[src/rtl/count_range_mode.sv]
// Up/down range counter with runtime limits, step size, load and
// wrap / saturate / bounce / one-shot end-of-range handling.
module count_range_mode #(
    parameter int WIDTH     = 8,
    parameter int LIM_L_DEF = 0,
    parameter int LIM_H_DEF = 99,
    parameter int STEP_W    = 4
) (
    input  logic              clk,
    input  logic              rst_n,
    input  logic              enable,
    input  logic              direction,
    input  logic [1:0]        mode,
    input  logic [STEP_W-1:0] step,
    input  logic              load,
    input  logic [WIDTH-1:0]  load_val,
    input  logic              lim_wr,
    input  logic [WIDTH-1:0]  lim_l_in,
    input  logic [WIDTH-1:0]  lim_h_in,
    output logic [WIDTH-1:0]  counter,
    output logic              dir_out,
    output logic              done,
    output logic              wrapped,
    output logic              running,
    output logic              lim_err
);

    typedef enum logic {S_RUN, S_HALT} state_t;

    localparam logic [1:0] M_WRAP = 2'd0;
    localparam logic [1:0] M_SAT  = 2'd1;
    localparam logic [1:0] M_BNC  = 2'd2;
    localparam logic [1:0] M_ONE  = 2'd3;

    state_t           state_q, state_d;
    logic [WIDTH-1:0] cnt_q, cnt_d;
    logic [WIDTH-1:0] lim_l_q, lim_l_d;
    logic [WIDTH-1:0] lim_h_q, lim_h_d;
    logic             bdir_q, bdir_d;
    logic             wrap_q, wrap_d;
    logic             err_q, err_d;

    logic              up, over, out_rng, halted;
    logic [STEP_W-1:0] s_eff;
    logic [WIDTH:0]    s_ext, c_ext, sum, diff, lo_s, nxt;
    logic [WIDTH-1:0]  lim_hit;

    always_ff @(posedge clk or negedge rst_n) begin
        if (!rst_n) begin
            state_q <= S_RUN;
            cnt_q   <= WIDTH'(LIM_L_DEF);
            lim_l_q <= WIDTH'(LIM_L_DEF);
            lim_h_q <= WIDTH'(LIM_H_DEF);
            bdir_q  <= 1'b1;
            wrap_q  <= 1'b0;
            err_q   <= 1'b0;
        end else begin
            state_q <= state_d;
            cnt_q   <= cnt_d;
            lim_l_q <= lim_l_d;
            lim_h_q <= lim_h_d;
            bdir_q  <= bdir_d;
            wrap_q  <= wrap_d;
            err_q   <= err_d;
        end
    end

    // Arithmetic is one bit wider so overshoot never wraps modulo 2**WIDTH
    always_comb begin
        up      = (mode == M_BNC) ? bdir_q : direction;
        s_eff   = (step == '0) ? STEP_W'(1) : step;
        s_ext   = (WIDTH+1)'(s_eff);
        c_ext   = {1'b0, cnt_q};
        sum     = c_ext + s_ext;
        diff    = c_ext - s_ext;
        lo_s    = {1'b0, lim_l_q} + s_ext;
        over    = up ? (sum > {1'b0, lim_h_q}) : (c_ext < lo_s);
        nxt     = up ? sum : diff;
        lim_hit = up ? lim_h_q : lim_l_q;
        out_rng = (cnt_q < lim_l_q) || (cnt_q > lim_h_q);
        halted  = (state_q == S_HALT) && (mode == M_ONE);
    end

    always_comb begin
        state_d = state_q;
        cnt_d   = cnt_q;
        lim_l_d = lim_l_q;
        lim_h_d = lim_h_q;
        bdir_d  = bdir_q;
        wrap_d  = 1'b0;
        err_d   = 1'b0;
        if (state_q == S_HALT && mode != M_ONE)
            state_d = S_RUN;
        if (load) begin
            cnt_d   = load_val;
            bdir_d  = direction;
            state_d = S_RUN;
        end else if (lim_wr) begin
            if (lim_l_in <= lim_h_in) begin
                lim_l_d = lim_l_in;
                lim_h_d = lim_h_in;
            end else begin
                err_d = 1'b1;
            end
        end else if (enable && !halted) begin
            if (out_rng) begin
                cnt_d = lim_l_q;
            end else if (!over) begin
                cnt_d = nxt[WIDTH-1:0];
                // Bounce turns around on landing exactly on a limit
                if (mode == M_BNC && nxt == {1'b0, lim_hit}) begin
                    bdir_d = ~bdir_q;
                    wrap_d = 1'b1;
                end
            end else begin
                unique case (1'b1)
                    mode == M_WRAP: begin
                        cnt_d  = up ? lim_l_q : lim_h_q;
                        wrap_d = 1'b1;
                    end
                    mode == M_SAT: begin
                        cnt_d  = lim_hit;
                        wrap_d = (cnt_q != lim_hit);
                    end
                    mode == M_BNC: begin
                        cnt_d  = lim_hit;
                        bdir_d = ~bdir_q;
                        wrap_d = 1'b1;
                    end
                    mode == M_ONE: begin
                        cnt_d   = lim_hit;
                        state_d = S_HALT;
                        wrap_d  = 1'b1;
                    end
                    default: ;
                endcase
            end
        end
    end

    assign counter = cnt_q;
    assign dir_out = up;
    assign wrapped = wrap_q;
    assign lim_err = err_q;
    assign running = (state_q == S_RUN);
    assign done    = (up && cnt_q == lim_h_q) || (!up && cnt_q == lim_l_q);

endmodule

[config.mk]
export PLATFORM = sky130hd
export DESIGN_NAME = count_range_mode
export DESIGN_NICKNAME = d
export VERILOG_FILES = /design/src/rtl/count_range_mode.sv
export SDC_FILE = /design/constraint.sdc
export NUM_CORES = 1
export LEC_CHECK = 0
export CAP_MARGIN = 40
export CORE_MARGIN = 5
export CORE_UTILIZATION = 55
export CTS_BUF_LIST = sky130_fd_sc_hd__clkbuf_8
export DETAILED_ROUTE_END_ITERATION = 12
export PLACE_DENSITY = 0.8
export SETUP_SLACK_MARGIN = 0.02
export SYNTH_ARGS = -nofsm -noshare
export SYNTH_HDL_FRONTEND = slang
export SYNTH_SLANG_ARGS = --single-unit
export TNS_END_PERCENT = 10
[constraint.sdc]
create_clock -name clk -period 11.05 [get_ports clk]
set_clock_uncertainty 0.1 [all_clocks]
set_input_delay 2.7625 -clock clk [delete_from_list [all_inputs] [get_ports clk]]
set_output_delay 2.7625 -clock clk [all_outputs]
set_load 0.03 [all_outputs]
==> flow_metrics.py, run 1 <==
metrics = {
    "layout": {
        "drive_gt1_share_pct": 9.35,
        "stdcell_area_um2": 4230,
        "stdcell_count": 537,
        "diodes": 0,
        "area_growth_pct": 15.7,
        "nNetsFinal": 551,
        "final_common_cell": "ha_1",
        "post-route-util_pct": 65.9,
        "final_cell_mix": "51 x ha_1, 48 x clkdlybuf4s50_1, 33 x inv_1",
    },
    "clock_network": {
        "cts_setup_buffers": 0,
        "htree_levels": 1,
        "cts_resized": 0,
        "clkTransAtPathRegs_ns": 0.10,
        "postCtsHoldBufs": 0,
        "clockRootBuffer": "clkbuf_8",
        "clk_path_buf_depth": 2,
        "clock_sinks": 28,
        "clock_latency_ns": 0.29,
        "cts_tree": "built",
        "cts_buffers": 3,
    },
    "placed_design": {
        "dp_hpwl_um": 8370,
        "place_inst": 533,
        "gp_congestion": 0.987,
        "io_buffers": 48,
        "placed_area_um2": 4160,
        "dpl_worst_slack_ns": 2.96,
    },
    "timing": {
        "setup_violations": 0,
        "layout_setup_ws_ns": 2.90,
        "finalHoldViolCount": 0,
        "fmax_mhz": 123,
        "slew_viol_final": 0,
        "layout_min_cycle_time_ns": 8.15,
        "rsz0062_at_grt": "false",
        "worstMarginPinSlew_ns": 0.670,
        "fin_crit_sh_pct": 73.7,
        "slew_headroom_pct": 54.0,
        "fin_tns_setup_ns": 0,
    },
    "routing": {
        "wirelength_um": 10500,
        "ant_nets": 0,
        "wl_per_cell_um": 19.5,
        "drt-met1-wl_um": 4520,
        "maxUsedRoutingLayer": "met4",
        "drc": 0,
        "dr.pass1.iters": 5,
        "dr_wl_met2_um": 5100,
        "num_vias": 3472,
        "via_per_inst": 6.47,
        "drtIter0Drc": 329,
        "met3_length_um": 663,
    },
    "synthesis": {
        "async_flop_share_pct": 100,
        "synth-main-ff-cell": "dfrtp_1",
        "synth_cells": 423,
        "synth_edf_count": 0,
        "ys_warn_count": 0,
        "netlist_area_um2": 3660,
        "ys_seq_elements": 28,
        "synth_cell_types": 71,
        "yosysSeqAreaShare_pct": 19.3,
        "syn_nets": 513,
        "avgSynthCellArea_um2": 8.64,
    },
    "global_routing": {
        "grt_pass1_vias": 3379,
        "antenna_found_initial": 0,
        "grt_use_total_pct": 24.6,
        "grt_max_degree": 29,
        "overflow": 0,
        "grt_pass1_wl_um": 16700,
    },
    "power": {
        "power.static_leakage_nw": 1.84,
        "p_sw_share_pct": 46.9,
        "peakVddDrop_mv": 0.123,
        "power_frac_comb_pct": 63.2,
        "intPower_mw": 0.369,
        "clock_power_share_pct": 11.9,
        "power_frac_seq_pct": 24.9,
        "power_density_nw_per_um2": 164,
        "p_sw_mw": 0.325,
    },
    "floorplan": {
        "fp.dieH_um": 91.5,
        "die-area_um2": 8380,
        "coreArea_um2": 6420,
        "start_util_pct": 56.9,
        "std_cell_rows": 29,
        "ios": 49,
        "die_w_um": 91.5,
    },
    "critical_path": {
        "r2r_slack_ns": 6.59,
        "startpoint_type": "input pin",
        "cp_data_required_time_ns": 8.19,
        "reg2regPathDepth": 15,
        "arrival_ns": 5.29,
        "crit_fanout": 20,
        "reg2reg_from": "counter[2]$_DFFE_PN0P_",
        "r2r_end": "counter[1]$_DFFE_PN0P_",
        "critPathKind": "in2out",
        "endpoint_kind": "output pin",
    },
    "min_path": {
        "hold_path_class": "reg2reg",
        "hold_end": "state_q$_DFF_PN0_",
        "whs_path_depth": 2,
        "min_from": "state_q$_DFF_PN0_",
    },
    "flow_run": {
        "maxCapViolCount": 0,
    },
    "run_status": {
        "outcome": "complete, no violations",
    },
}
==> cells in the mapped netlist (all sizes together), types with 3 or more instances <==
| cell | count | area share, % |
|---|---|---|
| a21boi | 3 | 0.72 |
| mux2 | 11 | 3.4 |
| nor2b | 11 | 1.9 |
| nand4 | 11 | 1.9 |
| a21o | 10 | 2.1 |
| xnor2 | 25 | 6.0 |
| o2111ai | 3 | 0.72 |
| and3 | 5 | 0.86 |
| inv | 34 | 3.5 |
| nor2 | 13 | 1.3 |
| clkbuf | 7 | 0.72 |
| dfrtp | 23 | 16 |
| nand2b | 9 | 1.7 |
| nand2 | 21 | 2.2 |
| buf | 11 | 1.9 |
| o2bb2ai | 3 | 0.72 |
| mux2i | 16 | 4.6 |
| dfstp | 5 | 3.6 |
| o21ai | 26 | 3.7 |
| fa | 3 | 1.6 |
| o211ai | 7 | 1.4 |
| a21oi | 29 | 4.2 |
| nor3 | 8 | 1.1 |
| a31oi | 3 | 0.51 |
| o21a | 6 | 1.2 |
| o22ai | 6 | 1.0 |
| ha | 51 | 17 |
| nand3 | 13 | 1.8 |
| a211oi | 3 | 0.75 |
| xor2 | 8 | 1.9 |
| or2 | 3 | 0.51 |
==> logic make-up (layout without fill, tap and decap cells) <==
group	Yosys count	after routing	synth area share (%)
AND/OR/NAND/NOR	109	109	16.8
flip-flops	28	28	19.3
XOR/XNOR	34	34	8.52
adder cells (fa/ha/maj)	54	54	19.1
multiplexers	27	27	7.97
buffers and inverters	53	90	6.19
AO/OA/AOI/OAI	118	118	22.1
==> routing by layer <==
layer / vias to the layer above / GRT usage [%]
li1: 1622 / -
met1: 1662 / 32.7
met2: 172 / 43.0
met3: 16 / 1.90
met4: 0 / 6.41
met5: - / 0
==> per-stage QoR <==
stage | hold WS, ns | total power, mW
CTS | 0.508 | 0.685
global route | 0.559 | 0.743
floorplan | 0.410 | 0.480
global placement | 0.494 | 0.593
finish | 0.509 | 0.694
detailed placement | 0.486 | 0.601
==> power by group through the flow <==
| stage | clock [mW] | combinational, mW | sequential (mW) |
|---|---|---|---|
| finish | 0.0823 | 0.439 | 0.173 |
| floorplan | 0 | 0.322 | 0.158 |
| global placement | 0 | 0.421 | 0.172 |
| detailed placement | 0 | 0.429 | 0.172 |
| CTS | 0.0817 | 0.434 | 0.170 |
| global route | 0.0871 | 0.481 | 0.175 |
==> final cells by class <==
cell class | count | area (um2)
fillers | 542 | 2190
clock inverters | 1 | 30.0
inverters | 35 | 131
clock buffers | 3 | 41.3
multi-input cells | 342 | 2720
repair buffers | 51 | 503
well taps | 77 | 96.3
flip-flops and latches | 28 | 707
==> state kept, by name, summed over array words and instances (netlist names) <==
name / cells
bdir_q: 1
counter: 8
lim_err: 1
lim_h_q: 8
lim_l_q: 8
state_q: 1
wrapped: 1
==> worst max-delay path by stage <==
stage,endpoint,startpoint
floorplan,done,mode[0]
global placement,done,mode[0]
detailed placement,done,mode[0]
CTS,done,mode[0]
global route,done,mode[0]
finish,done,mode[0]
==> critical path, stage by stage <==
cell and delay, ns:
clkdlybuf4s50_1 0.61, and3b_1 0.26, a21oi_2 0.12, buf_4 0.27
inv_2 0.19, o31ai_1 0.32, clkdlybuf4s50_1 0.73
(Power assumes the default switching activity.)
==> run 2: changes to the inputs <==
- clock period: 11.05 -> 8.2 ns (I/O delays scaled with it)
==> run 2 against run 1 <==
Net effect: count of clock-buffer cells in the layout is the same; global-route usage grew 0.77 points; final cell count is the same; die area is the same; via count shrank 0.98%; critical path depth is the same.
==> flow_metrics.py, run 2 (synthesis results as in run 1) <==
metrics = {
    "placed_design": {
        "placed_area_um2": 4160,
        "place_inst": 533,
        "gp_congestion": 0.974,
        "dp_hpwl_um": 8450,
        "io_buffers": 48,
    },
    "floorplan": {
        "coreArea_um2": 6420,
        "die-area_um2": 8380,
        "ios": 49,
        "std_cell_rows": 29,
        "start_util_pct": 56.9,
        "fp.dieH_um": 91.5,
        "die_w_um": 91.5,
    },
    "routing": {
        "dr.pass1.iters": 5,
        "drt-met1-wl_um": 4540,
        "drtIter0Drc": 346,
        "wirelength_um": 10500,
        "met3_length_um": 739,
        "ant_nets": 0,
        "drc": 0,
        "dr_wl_met2_um": 4940,
        "num_vias": 3438,
        "via_per_inst": 6.40,
        "wl_per_cell_um": 19.5,
        "maxUsedRoutingLayer": "met4",
    },
    "clock_network": {
        "cts_resized": 0,
        "cts_setup_buffers": 0,
        "htree_levels": 1,
        "postCtsHoldBufs": 0,
        "clkTransAtPathRegs_ns": 0.10,
        "clock_latency_ns": 0.27,
        "clk_path_buf_depth": 2,
        "cts_buffers": 3,
        "clock_sinks": 28,
        "clockRootBuffer": "clkbuf_8",
        "cts_tree": "built",
    },
    "power": {
        "power_frac_comb_pct": 66.1,
        "intPower_mw": 0.466,
        "power_density_nw_per_um2": 214,
        "p_sw_mw": 0.434,
        "peakVddDrop_mv": 0.139,
        "total_power_mw": 0.899,
        "p_sw_share_pct": 48.2,
        "power_frac_seq_pct": 25.6,
        "clock_power_share_pct": 8.3,
        "power.static_leakage_nw": 1.84,
    },
    "min_path": {
        "hold_path_class": "reg2reg",
    },
    "timing": {
        "setup_violations": 0,
        "slew_viol_final": 0,
        "fmax_mhz": 152,
        "worstMarginPinSlew_ns": 0.706,
        "finalHoldViolCount": 0,
        "rsz0062_at_grt": "false",
        "fin_crit_sh_pct": 80.3,
        "fin_tns_setup_ns": 0,
        "layout_min_cycle_time_ns": 6.59,
        "slew_headroom_pct": 52.8,
    },
    "global_routing": {
        "antenna_found_initial": 0,
        "grt_pass1_wl_um": 17300,
        "grt_pass1_vias": 3452,
        "grt_use_total_pct": 25.4,
        "overflow": 0,
        "grt_max_degree": 29,
    },
    "critical_path": {
        "critPathTopFamily": "buffers and inverters",
        "cp_cell_sequence": "clkdlybuf4s50_1 > and3b_1 > a21oi_2 > buf_4 > or3_1 > o31ai_1 > clkdlybuf4s50_1",
        "critPathKind": "in2out",
        "startpoint_type": "input pin",
        "cp_data_required_time_ns": 6.05,
        "arrival_ns": 4.44,
        "critPathSlowestCell": "clkdlybuf4s50_1",
        "critPathBufInv": 3,
        "crit_fanout": 19,
        "endpoint_kind": "output pin",
        "slowest_delay_ns": 0.72,
        "worst_path_most_repeated_cell": "clkdlybuf4s50_1",
    },
    "layout": {
        "ff_latch_area_um2": 707,
        "diodes": 0,
        "stdcell_area_um2": 4210,
        "area_growth_pct": 15.0,
        "nNetsFinal": 551,
        "num-fill-cells": 567,
        "final_common_cell": "ha_1",
        "multi_input_comb_area_um2": 2720,
        "final_cell_mix": "51 x ha_1, 48 x clkdlybuf4s50_1, 34 x inv_1",
        "post-route-util_pct": 65.5,
        "drive_gt1_share_pct": 9.13,
        "stdcell_count": 537,
    },
    "flow_run": {
        "maxCapViolCount": 0,
    },
    "run_status": {
        "outcome": "complete, no violations",
    },
}
==> run 2: cell types whose count changed in the layout (fill, tap and decap cells not counted), sizes merged <==
cell    before  now
bufinv       1    0
inv         34   35
==> run 2: final timing paths <==
path	slack (ns)	end	depth (start not counted)	startpoint
max reg2reg	3.75	counter[0]$_DFFE_PN0P_	15	counter[1]$_DFFE_PN0P_
max	1.61	done	7	mode[1]
max in group asynchronous	5.63	lim_h_q[1]$_DFFE_PN1P_	2	rst_n
min	0.52	state_q$_DFF_PN0_	2	state_q$_DFF_PN0_
min in group asynchronous	2.04	lim_err$_DFF_PN0_	2	rst_n
min reg2reg	0.52	state_q$_DFF_PN0_	2	state_q$_DFF_PN0_
==> run 2: power groups by stage <==
stage | combinational [mW] | clock (mW) | sequential [mW]
after global placement | 0.565 | 0 | 0.230
after global routing | 0.656 | 0.0829 | 0.234
after floorplan | 0.433 | 0 | 0.213
after CTS | 0.588 | 0.0764 | 0.228
final | 0.594 | 0.0745 | 0.231
after detailed placement | 0.583 | 0 | 0.231
==> run 2: tightest hold or removal path, cell delays in order (launching register included) <==
cell     delay, ns
dfrtp_1       0.40
a21oi_1       0.06
nor3_1        0.12
==> run 2: layout make-up <==
| class | count | area share [%] |
|---|---|---|
| Clock buffer | 3 | 0.982 |
| Clock inverter | 1 | 0.0893 |
| Inverter | 35 | 3.12 |
| Multi-Input combinational cell | 342 | 64.7 |
| Sequential cell | 28 | 16.8 |
| Tap cell | 77 | 2.29 |
| Timing Repair Buffer | 51 | 12.0 |
==> run 2: through the flow <==
stage | hold slack, ns | setup WS (ns)
after global placement | 0.494 | 1.66
final | 0.517 | 1.61
after floorplan | 0.410 | 2.28
after detailed placement | 0.494 | 1.60
after CTS | 0.515 | 1.62
after global routing | 0.543 | 1.55
==> run 2: layer usage <==
layer,GRT usage (%),up-vias
met4,7.91,0
met5,0,-
met3,2.31,22
met1,34.2,1635
li1,-,1616
met2,42.9,165
